==> src/rtl/ldst_stride_agen.sv <==
// Strided address generator: expands one (base, stride, length) command into
// a sequence of element addresses under a request/grant handshake with stall.
module ldst_stride_agen #(
  parameter int unsigned WIDTH_ADDR = 32,
  parameter int unsigned WIDTH_LEN  = 16
) (
  input  logic                  clock,
  input  logic                  reset,
  input  logic                  I_Req,
  input  logic [WIDTH_ADDR-1:0] I_Base,
  input  logic [WIDTH_ADDR-1:0] I_Stride,
  input  logic [WIDTH_LEN-1:0]  I_Length,
  output logic                  O_Ready,
  input  logic                  I_Stall,
  output logic                  O_Mem_Req,
  output logic [WIDTH_ADDR-1:0] O_Mem_Addr,
  input  logic                  I_Mem_Grant,
  output logic [WIDTH_LEN-1:0]  O_Index,
  output logic                  O_Busy,
  output logic                  O_End_Access
);

  typedef enum logic [1:0] {IDLE, ISSUE, DONE} state_t;

  state_t                state;
  logic [WIDTH_ADDR-1:0] addr;
  logic [WIDTH_ADDR-1:0] stride;
  logic [WIDTH_LEN-1:0]  remain;
  logic [WIDTH_LEN-1:0]  index;
  logic                  xfer;

  assign xfer = (state == ISSUE) && !I_Stall && I_Mem_Grant;

  always_ff @(posedge clock or negedge reset) begin
    if (!reset) begin
      state  <= IDLE;
      addr   <= '0;
      stride <= '0;
      remain <= '0;
      index  <= '0;
    end else begin
      case (state)
        IDLE: begin
          if (I_Req) begin
            addr   <= I_Base;
            stride <= I_Stride;
            remain <= I_Length;
            index  <= '0;
            state  <= (I_Length != '0) ? ISSUE : DONE;
          end
        end
        ISSUE: begin
          if (xfer) begin
            remain <= remain - WIDTH_LEN'(1);
            // The last transfer leaves addr/index untouched so the outputs
            // keep showing the final element through DONE and IDLE.
            if (remain == WIDTH_LEN'(1)) begin
              state <= DONE;
            end else begin
              addr  <= addr + stride;
              index <= index + WIDTH_LEN'(1);
            end
          end
        end
        DONE: begin
          state <= IDLE;
        end
        default: begin
          state <= IDLE;
        end
      endcase
    end
  end

  assign O_Ready      = (state == IDLE);
  assign O_Busy       = (state == ISSUE) || (state == DONE);
  assign O_End_Access = (state == DONE);
  assign O_Mem_Req    = (state == ISSUE) && !I_Stall;
  assign O_Mem_Addr   = addr;
  assign O_Index      = index;

endmodule

==> config.mk <==
export PLATFORM = sky130hd
export DESIGN_NAME = ldst_stride_agen
export DESIGN_NICKNAME = d
export VERILOG_FILES = /design/src/rtl/ldst_stride_agen.sv
export SDC_FILE = /design/constraint.sdc
export NUM_CORES = 1
export LEC_CHECK = 0
export ABC_CLOCK_PERIOD_IN_PS = 2900
export CAP_MARGIN = 20
export CORE_AREA = 2 2 129 131
export CTS_CLUSTER_SIZE = 8
export DETAILED_ROUTE_END_ITERATION = 10
export DIE_AREA = 0 0 131 133
export PLACE_DENSITY = 0.7
export RECOVER_POWER = 100
export SLEW_MARGIN = 10
export SYNTH_ARGS = -nofsm -noshare
export SYNTH_HDL_FRONTEND = slang
export SYNTH_SLANG_ARGS = --single-unit
==> constraint.sdc <==
create_clock -name clock -period 2.9 [get_ports clock]
set_clock_uncertainty 0.05 [all_clocks]
set_input_delay 0.58 -clock clock [delete_from_list [all_inputs] [get_ports clock]]
set_output_delay 0.58 -clock clock [all_outputs]
set_load 0.05 [all_outputs]
== After elaboration in Yosys (flattened, before gate mapping) ==
Cells that the tools add are included.

* Register bits: 98
* Input port bits: 85
* Output and inout bits: 52
* Word-level logic and storage cells: 42

* Add/subtract/negate cells: 3
* Equal/unequal tests: 7
* Mux-type cells: 16
* Reduce and logical (&&, ||, !) cells: 11

{| class="wikitable"
|+ Operator list
! kind !! count
|-
| $mux 32 || 3
|-
| $mux 16 || 5
|-
| $pmux 16 s2 || 2
|-
| $pmux 32 s2 || 1
|-
| $add 32x32->32 || 1
|-
| $add 16x1->16 const B || 1
|-
| $eq 16x1->1 const B || 1
|-
| $reduce_bool 16->1 || 1
|-
| $sub 16x1->16 const B || 1
|-
| $mux 2 || 4
|-
| $ne 2x2->1 const B || 3
|-
| $reduce_and 3->1 || 2
|-
| $pmux 2 s2 || 1
|-
| $reduce_and 4->1 || 1
|-
| $eq 2x1->1 const B || 1
|-
| $eq 2x2->1 const B || 1
|-
| $logic_and 1x1->1 || 2
|-
| $logic_not 2->1 || 1
|-
| $ne 2x1->1 const B || 1
|-
| $reduce_and 2->1 || 1
|-
| $reduce_bool 2->1 || 1
|-
| $logic_not 1->1 || 1
|-
| $logic_or 1x1->1 || 1
|}

== Longest topological paths before layout ==
Gate-level depths: netlist of run 1.

* Depth after elaboration: 5
* Mapped depth: 11
* Depth with buffers taken out: 10

== Least setup slack after synthesis of run 1 ==
OpenSTA, ideal clock, no wires.

* Kind: reg2reg
* Start: reg addr[0] (netlist: O_Mem_Addr[0])
* End: reg addr[26] (netlist: O_Mem_Addr[26])
* Library setup time: 0.129 ns
* Data arrival time: 2.662 ns
* Required time: 2.721 ns
* Setup slack: 0.059 ns
* Cell stages (with the launch flop): 11
* Path buffers: 0
* Period minus slack after synthesis: 2.841 ns
* Path through: dfrtp_1 -> ha_1 -> fa_1 -> a21o_1 -> a221oi_2 -> o21ai_2 -> nand2_1 -> a211oi_1 -> or3_1 -> a31oi_1 -> o21ai_1

* Longest elaborated chain between the ends: 4

{| class="wikitable"
|+ RTL lines
! item !! line !! RTL
|-
| start, declared || 26 || <nowiki>logic [WIDTH_ADDR-1:0] addr;</nowiki>
|-
| start signal, assigned || 45 || <nowiki>addr <= I_Base;</nowiki>
|-
| start signal, assigned || 60 || <nowiki>addr <= addr + stride;</nowiki>
|-
| $add 32x32->32 || 60 ||
|-
| $mux 32 || 57 || <nowiki>if (remain == WIDTH_LEN'(1)) begin</nowiki>
|-
| $mux 32 || 53 || <nowiki>if (xfer) begin</nowiki>
|-
| $pmux 32 s2 || 42 || <nowiki>case (state)</nowiki>
|}

No other way between the ends. The select of a mux whose other input is x is not followed.
A chain may end at the register's enable or synchronous reset.

== Worst setup path after layout of run 1 ==
* Start: reg addr[10] (netlist: O_Mem_Addr[10])
* End: reg addr[30] (netlist: O_Mem_Addr[30])

The elaborated chain is that of the path after synthesis.

==> flow_metrics.tcl, run 1 <==
set metrics [dict create \
    yosys.area.top_type "dfrtp_1" \
    dpl-instance-area_um2 7980 \
    max-clock-path-buffers 2 \
    synth_edf_count 0 \
    nets 931 \
    synth_top_area_share_pct 39.0 \
    wl_per_cell_um 16.4 \
    hold_viol 0 \
    post-route-min-period_ps 2760 \
    run_status "finished with violations" \
    tightest_slew_ps 2230 \
    leakagePower_nw 3.59 \
    path_cells "ha_1 > nand3_1 > or3_1 > o21ai_2 > nand2_2 > a21oi_1 > o221ai_2 > mux2i_1 > a211o_1" \
    relSlewSlack_pct -48.3 \
    drt_iter0_markers 279 \
    drcViolationCount 0 \
    postCtsSetupBuffers 0 \
    num_rows 47 \
    grt_pass1_wl_um 27700 \
    synth_nets 797 \
    postLayoutSetupSlackWorst_ps 143 \
    antenna_found_initial 0 \
    gp_congestion 0.919 \
    hold_buffers 0 \
    viasPerCell 5.34 \
    violations "capacitance limit, slew limit" \
    rr_endpoint "O_Mem_Addr[30]" \
    avgSynthCellArea_um2 9.34 \
    worst_ep_arrival_time_ps 2950 \
    first_pass_iters 4 \
    grt_util_all_layers_pct 20.1 \
    coreArea_um2 16200 \
    routed_wl_um 17000 \
    rsz0062_at_grt "yes" \
    dieArea_um2 17400 \
    yosys_warnings 0 \
    synth_cell_types 66 \
    path_class "flop to flop" \
    cts_tree "built" \
    die_y_um 133 \
    clk_latency_ps 360 \
    hold_class "flop to flop" \
    synth-xor-area-share_pct 4.87 \
    numCtsBuffers 9 \
    slowest_stage "dfrtp_1" \
    synth_area_leaders "dfrtp_1 39%, ha_1 7.4%, mux2_2 5.9%" \
    synth_top_family_by_area "compound AO/OA/AOI/OAI gates" \
    area_delta_synth_final_pct 30.8 \
    peakVddDrop_mv 0.574 \
    ant_nets 0 \
    hpwl_um 12500 \
    fp.dieW_um 131 \
    max_freq_ghz 0.363 \
    ys.flop_type "dfrtp_1" \
    maxSlewViolCount 42 \
    critical-path-top-delay-family "compound AO/OA/AOI/OAI gates" \
    antenna_cells 0 \
    critPathBufInv 0 \
    path_clk_slew_ps 70 \
    whs_endpoint "stride[30]" \
    preCtsSetupSlack_ps 48.1 \
    synth_mux_area_share_pct 9.40 \
    h-tree-depth 3 \
    setup_viol 0 \
    cp.required_ps 3090 \
    grt_overflow 0 \
    worstPathMaxFanout 6 \
    start_util_pct 38.9 \
    crit_path_max_incr_delay_ps 440 \
    start_kind "flop" \
    cts-root-buf "clkbuf_16" \
    synthCells 674 \
    ys_seq_elements 98 \
    post-route-period-util_pct 95.1 \
    synthSimpleGateAreaFrac_pct 17.5 \
    place.port_buffers 136 \
    io_pins 137 \
    synth_compound_area_share_pct 18.8 \
    synth-adder-area-share_pct 7.67 \
    synth-seq-area-share_pct 39.0 \
    cts_sinks 98 \
    finalInstanceArea_um2 8230 \
    grt_max_degree 59 \
    end_kind "flop" \
    r2r_slack_ps 140 \
    cts_resized 0 \
    power.density_nw_per_um2 1360 \
    hold_depth 1 \
    vias 5513 \
    layout-drive-gt1-share_pct 10.7 \
    reg2reg_depth 9 \
    syn_area_um2 6290 \
    async_flop_share_pct 100 \
    grt_pass1_vias 5307 \
    timing.rr.start "O_Mem_Addr[10]" \
    drv_cap 1 \
    hp-start "stride[30]" \
]
==> power by group <==
part | switching, W | internal, W
Clock | 0.000548 | 0.000667
Sequential | 0.000530 | 0.00199
Combinational | 0.00445 | 0.00301
Total | 0.00553 | 0.00566
==> flip-flops by register name, indices dropped and copies added (netlist names) <==
register and flops:
O_Index 16, O_Mem_Addr 32, remain 16, state 2, stride 32
==> Yosys cell counts, types with 6 or more instances <==
cell	number
nand4_1	11
ha_1	37
nand2_1	59
a21oi_1	70
dfrtp_1	98
o22ai_1	12
mux2_2	33
nor3_1	11
a31oi_1	6
inv_1	12
a21o_1	16
nand3_1	28
mux2i_1	22
clkbuf_1	22
xnor2_1	15
or3_1	10
o21ai_0	39
xor2_1	20
and3_1	19
nor2_1	49
==> through the flow <==
| step | hold WS [ps] | utilization [%] | cells | setup TNS [ps] | total power (W) |
|---|---|---|---|---|---|
| floorplan | 234 | - | 674 | 0 | 0.00803 |
| global placement | 441 | 49.4 | 1017 | 0 | 0.00997 |
| detailed placement | 450 | 49.4 | 1017 | 0 | 0.0101 |
| CTS | 168 | 51.2 | 1033 | 0 | 0.0113 |
| global route | 484 | 50.9 | 1033 | -101 | 0.0122 |
| finish | 464 | 50.9 | 1033 | 0 | 0.0112 |
==> final cells by class <==
type	count	area (µm²)
Timing Repair Buffer	154	1480
Fill cell	1510	7940
Tap cell	220	275
Sequential cell	98	2450
Clock buffer	9	225
Inverter	12	45.0
Multi-Input combinational cell	533	3680
Clock inverter	7	70.1
==> per-layer routing <==
| metal | global-route usage [%] | vias up | routed length (µm) |
|---|---|---|---|
| met5 | 0 | - | 0 |
| met4 | 6.26 | 0 | 280 |
| met3 | 3.52 | 16 | 860 |
| met2 | 30.3 | 149 | 7690 |
| met1 | 29.3 | 2617 | 8140 |
| li1 | - | 2731 | - |
==> kinds of logic (layout without fill, tap and decap cells) <==
kind of cell    after synthesis  in the layout
compound gates              189            189
xor+xnor                     35             35
fa+ha+maj                    38             38
mux                          55             55
buf+inv                      43            182
simple gates                216            216
flops                        98             98
==> worst max path at each step <==
stage / startpoint / to / slack, ps / cells after the start
global route: O_Mem_Addr[0] / O_Mem_Addr[28] / -30 / 10
CTS: O_Mem_Addr[0] / O_Mem_Addr[28] / 30 / 10
detailed placement: O_Mem_Addr[0] / O_Mem_Addr[28] / 50 / 10
global placement: O_Mem_Addr[0] / O_Mem_Addr[28] / 110 / 10
floorplan: O_Mem_Addr[0] / O_Mem_Addr[26] / 60 / 10
finish: O_Mem_Addr[10] / O_Mem_Addr[30] / 140 / 9
==> placed cells by master, fill, tap and decap left out, types with 4 or more instances in the layout <==
master	n
o211ai_1	4
clkdlybuf4s50_1	84
ha_1	36
buf_4	10
a221o_1	4
nand2_1	58
nor4_1	5
a21o_1	16
mux2i_1	22
nor3_1	11
a31oi_1	5
inv_1	12
o21ai_1	4
nor2_1	49
clkbuf_1	5
o21ai_0	39
nand4_1	11
dlygate4sd3_1	50
a21oi_1	71
mux2_2	33
o22ai_1	12
nand3_1	28
xor2_1	20
o21a_1	4
dfrtp_1	98
or3_1	10
xnor2_1	15
clkbuf_16	9
and3_1	19
No activity file was read; power rests on OpenSTA's default activity.
==> run 2, diff against run 1 <==
CORE_AREA = 2 2 112 114   (was 2 2 129 131)
CTS_BUF_LIST = sky130_fd_sc_hd__clkbuf_8   (was default)
DIE_AREA = 0 0 114 116   (was 0 0 131 133)
GPL_TIMING_DRIVEN = 0   (was default)
PLACE_DENSITY = 0.87   (was 0.7)
==> flow_metrics.tcl, run 2 (synthesis results as in run 1) <==
set metrics [dict create \
    critPathBufInv 0 \
    clk_latency_ps 390 \
    hpwl_um 14000 \
    peakVddDrop_mv 0.737 \
    dp.cells 958 \
    tightest_slew_ps 1270 \
    place.port_buffers 136 \
    grt.busiest_layer "met2" \
    wl_per_cell_um 19.2 \
    timing.hold.ws_ps 400 \
    slowest_stage "dfrtp_1" \
    die_y_um 116 \
    first_pass_iters 5 \
    drv_cap 0 \
    met3_usage_pct 5.28 \
    numCtsBuffers 9 \
    cts_tree "built" \
    grt_pass1_vias 6130 \
    seqCellArea_um2 2450 \
    crit_path_max_incr_delay_ps 430 \
    path_clk_slew_ps 90 \
    end_kind "flop" \
    grt_overflow 0 \
    start_kind "flop" \
    final_common_cell "dfrtp_1" \
    coreArea_um2 11900 \
    finalInstanceArea_um2 8060 \
    hold_viol 0 \
    mostFrequentLayoutCells "98 x dfrtp_1, 83 x clkdlybuf4s50_1, 72 x a21oi_1, 58 x nand2_1, 51 x dlygate4sd3_1" \
    layout-drive-gt1-share_pct 10.3 \
    ant_nets 0 \
    grt_pass1_wl_um 30000 \
    h-tree-depth 3 \
    multi_input_area_um2 3710 \
    antenna_cells 0 \
    cts_sinks 98 \
    cp.required_ps 3130 \
    rsz0062_at_grt "no" \
    num-fill-cells 973 \
    setup_viol 0 \
    io_pins 137 \
    grt_util_all_layers_pct 28.9 \
    fin_cells 971 \
    antenna_found_initial 0 \
    fin_util_pct 67.6 \
    worst_ep_arrival_time_ps 3110 \
    post-route-period-util_pct 99.3 \
    max_freq_ghz 0.347 \
    hold_class "primary input to async pin" \
    worstPathMaxFanout 6 \
    grt_util_met2_pct 48.4 \
    critical-path-top-delay-family "compound AO/OA/AOI/OAI gates" \
    run_status "finished clean" \
    gr-usage-met1_pct 35.7 \
    max-clock-path-buffers 2 \
    maxSlewViolCount 0 \
    drt_iter0_markers 436 \
    dpl-instance-area_um2 7870 \
    routed_wl_um 18600 \
    grt_max_degree 52 \
    leakagePower_nw 3.53 \
    setup_tns_ps 0 \
    post-route-min-period_ps 2880 \
    path_class "flop to flop" \
    gp_congestion 0.901 \
    dieArea_um2 13200 \
    viasPerCell 6.06 \
    area_delta_synth_final_pct 28.0 \
    start_util_pct 52.8 \
    relSlewSlack_pct 15.4 \
    fp.dieW_um 114 \
    num_rows 40 \
    cts-root-buf "clkbuf_8" \
    power.density_nw_per_um2 1380 \
    drcViolationCount 0 \
    vias 5880 \
    nets 943 \
    path_cells "ha_1 > nand3_1 > or3_1 > o21ai_4 > nand2_2 > a21oi_2 > o221ai_1 > mux2i_1 > a211o_1" \
]
[run 2: routing by layer]
layer / share of wire (%) / wire, µm / up-vias
met5: 0 / 0 / -
li1: - / - / 2757
met3: 6.2 / 1150 / 53
met1: 41 / 7680 / 2850
met4: 3.8 / 704 / 0
met2: 49 / 9060 / 220
[run 2: stage by stage]
| stage | worst slack [ps] | total power, W |
|---|---|---|
| 2_1_floorplan | 59.1 | 0.00803 |
| 3_3_place_gp | -2390 | 0.00985 |
| 3_5_place_dp | -716 | 0.0101 |
| 4_1_cts | 7.41 | 0.0111 |
| 5_1_grt | 9.80 | 0.0119 |
| 6_report | 19.1 | 0.0111 |
[run 2: cell type report]
class / count / share of cell area [%]
flip-flops and latches: 98 / 30.4
inverters: 12 / 0.575
clock inverters: 4 / 0.248
repair buffers: 139 / 17.0
multi-input cells: 533 / 46.1
plain buffers: 27 / 1.49
well taps: 147 / 2.28
clock buffers: 11 / 1.88
[run 2: report_power, final]
group | switching [W] | internal (W)
Clock | 0.000483 | 0.000347
Combinational | 0.00475 | 0.00297
Sequential | 0.000557 | 0.00198
[run 2: path summary, 6_finish.rpt]
check                               start        endpoint  slack [ps]  depth (start not counted)
min                                 reset     O_Index[10]         400                          1
max                        O_Mem_Addr[10]  O_Mem_Addr[30]          20                          9
max in group asynchronous           reset      stride[20]         540                          2
max reg2reg                O_Mem_Addr[10]  O_Mem_Addr[30]          20                          9
min in group clock              stride[4]       stride[4]         470                          1
min reg2reg                     stride[4]       stride[4]         470                          1
[run 2: worst reg2reg max path, cell delays in order (launching register included)]
cell and delay, ps:
dfrtp_1 430, ha_1 430, nand3_1 150, or3_1 390, o21ai_4 290, nand2_2 140, a21oi_2 250, o221ai_1 200
mux2i_1 150, a211o_1 280
[run 2: what timing repair did]
action                     CTS  global route
resized for setup           13             9
hold buffers                 0             0
setup endpoints to repair    5             8
cloned                       0             0
pin swaps                    0             2
buffers inserted             1             1
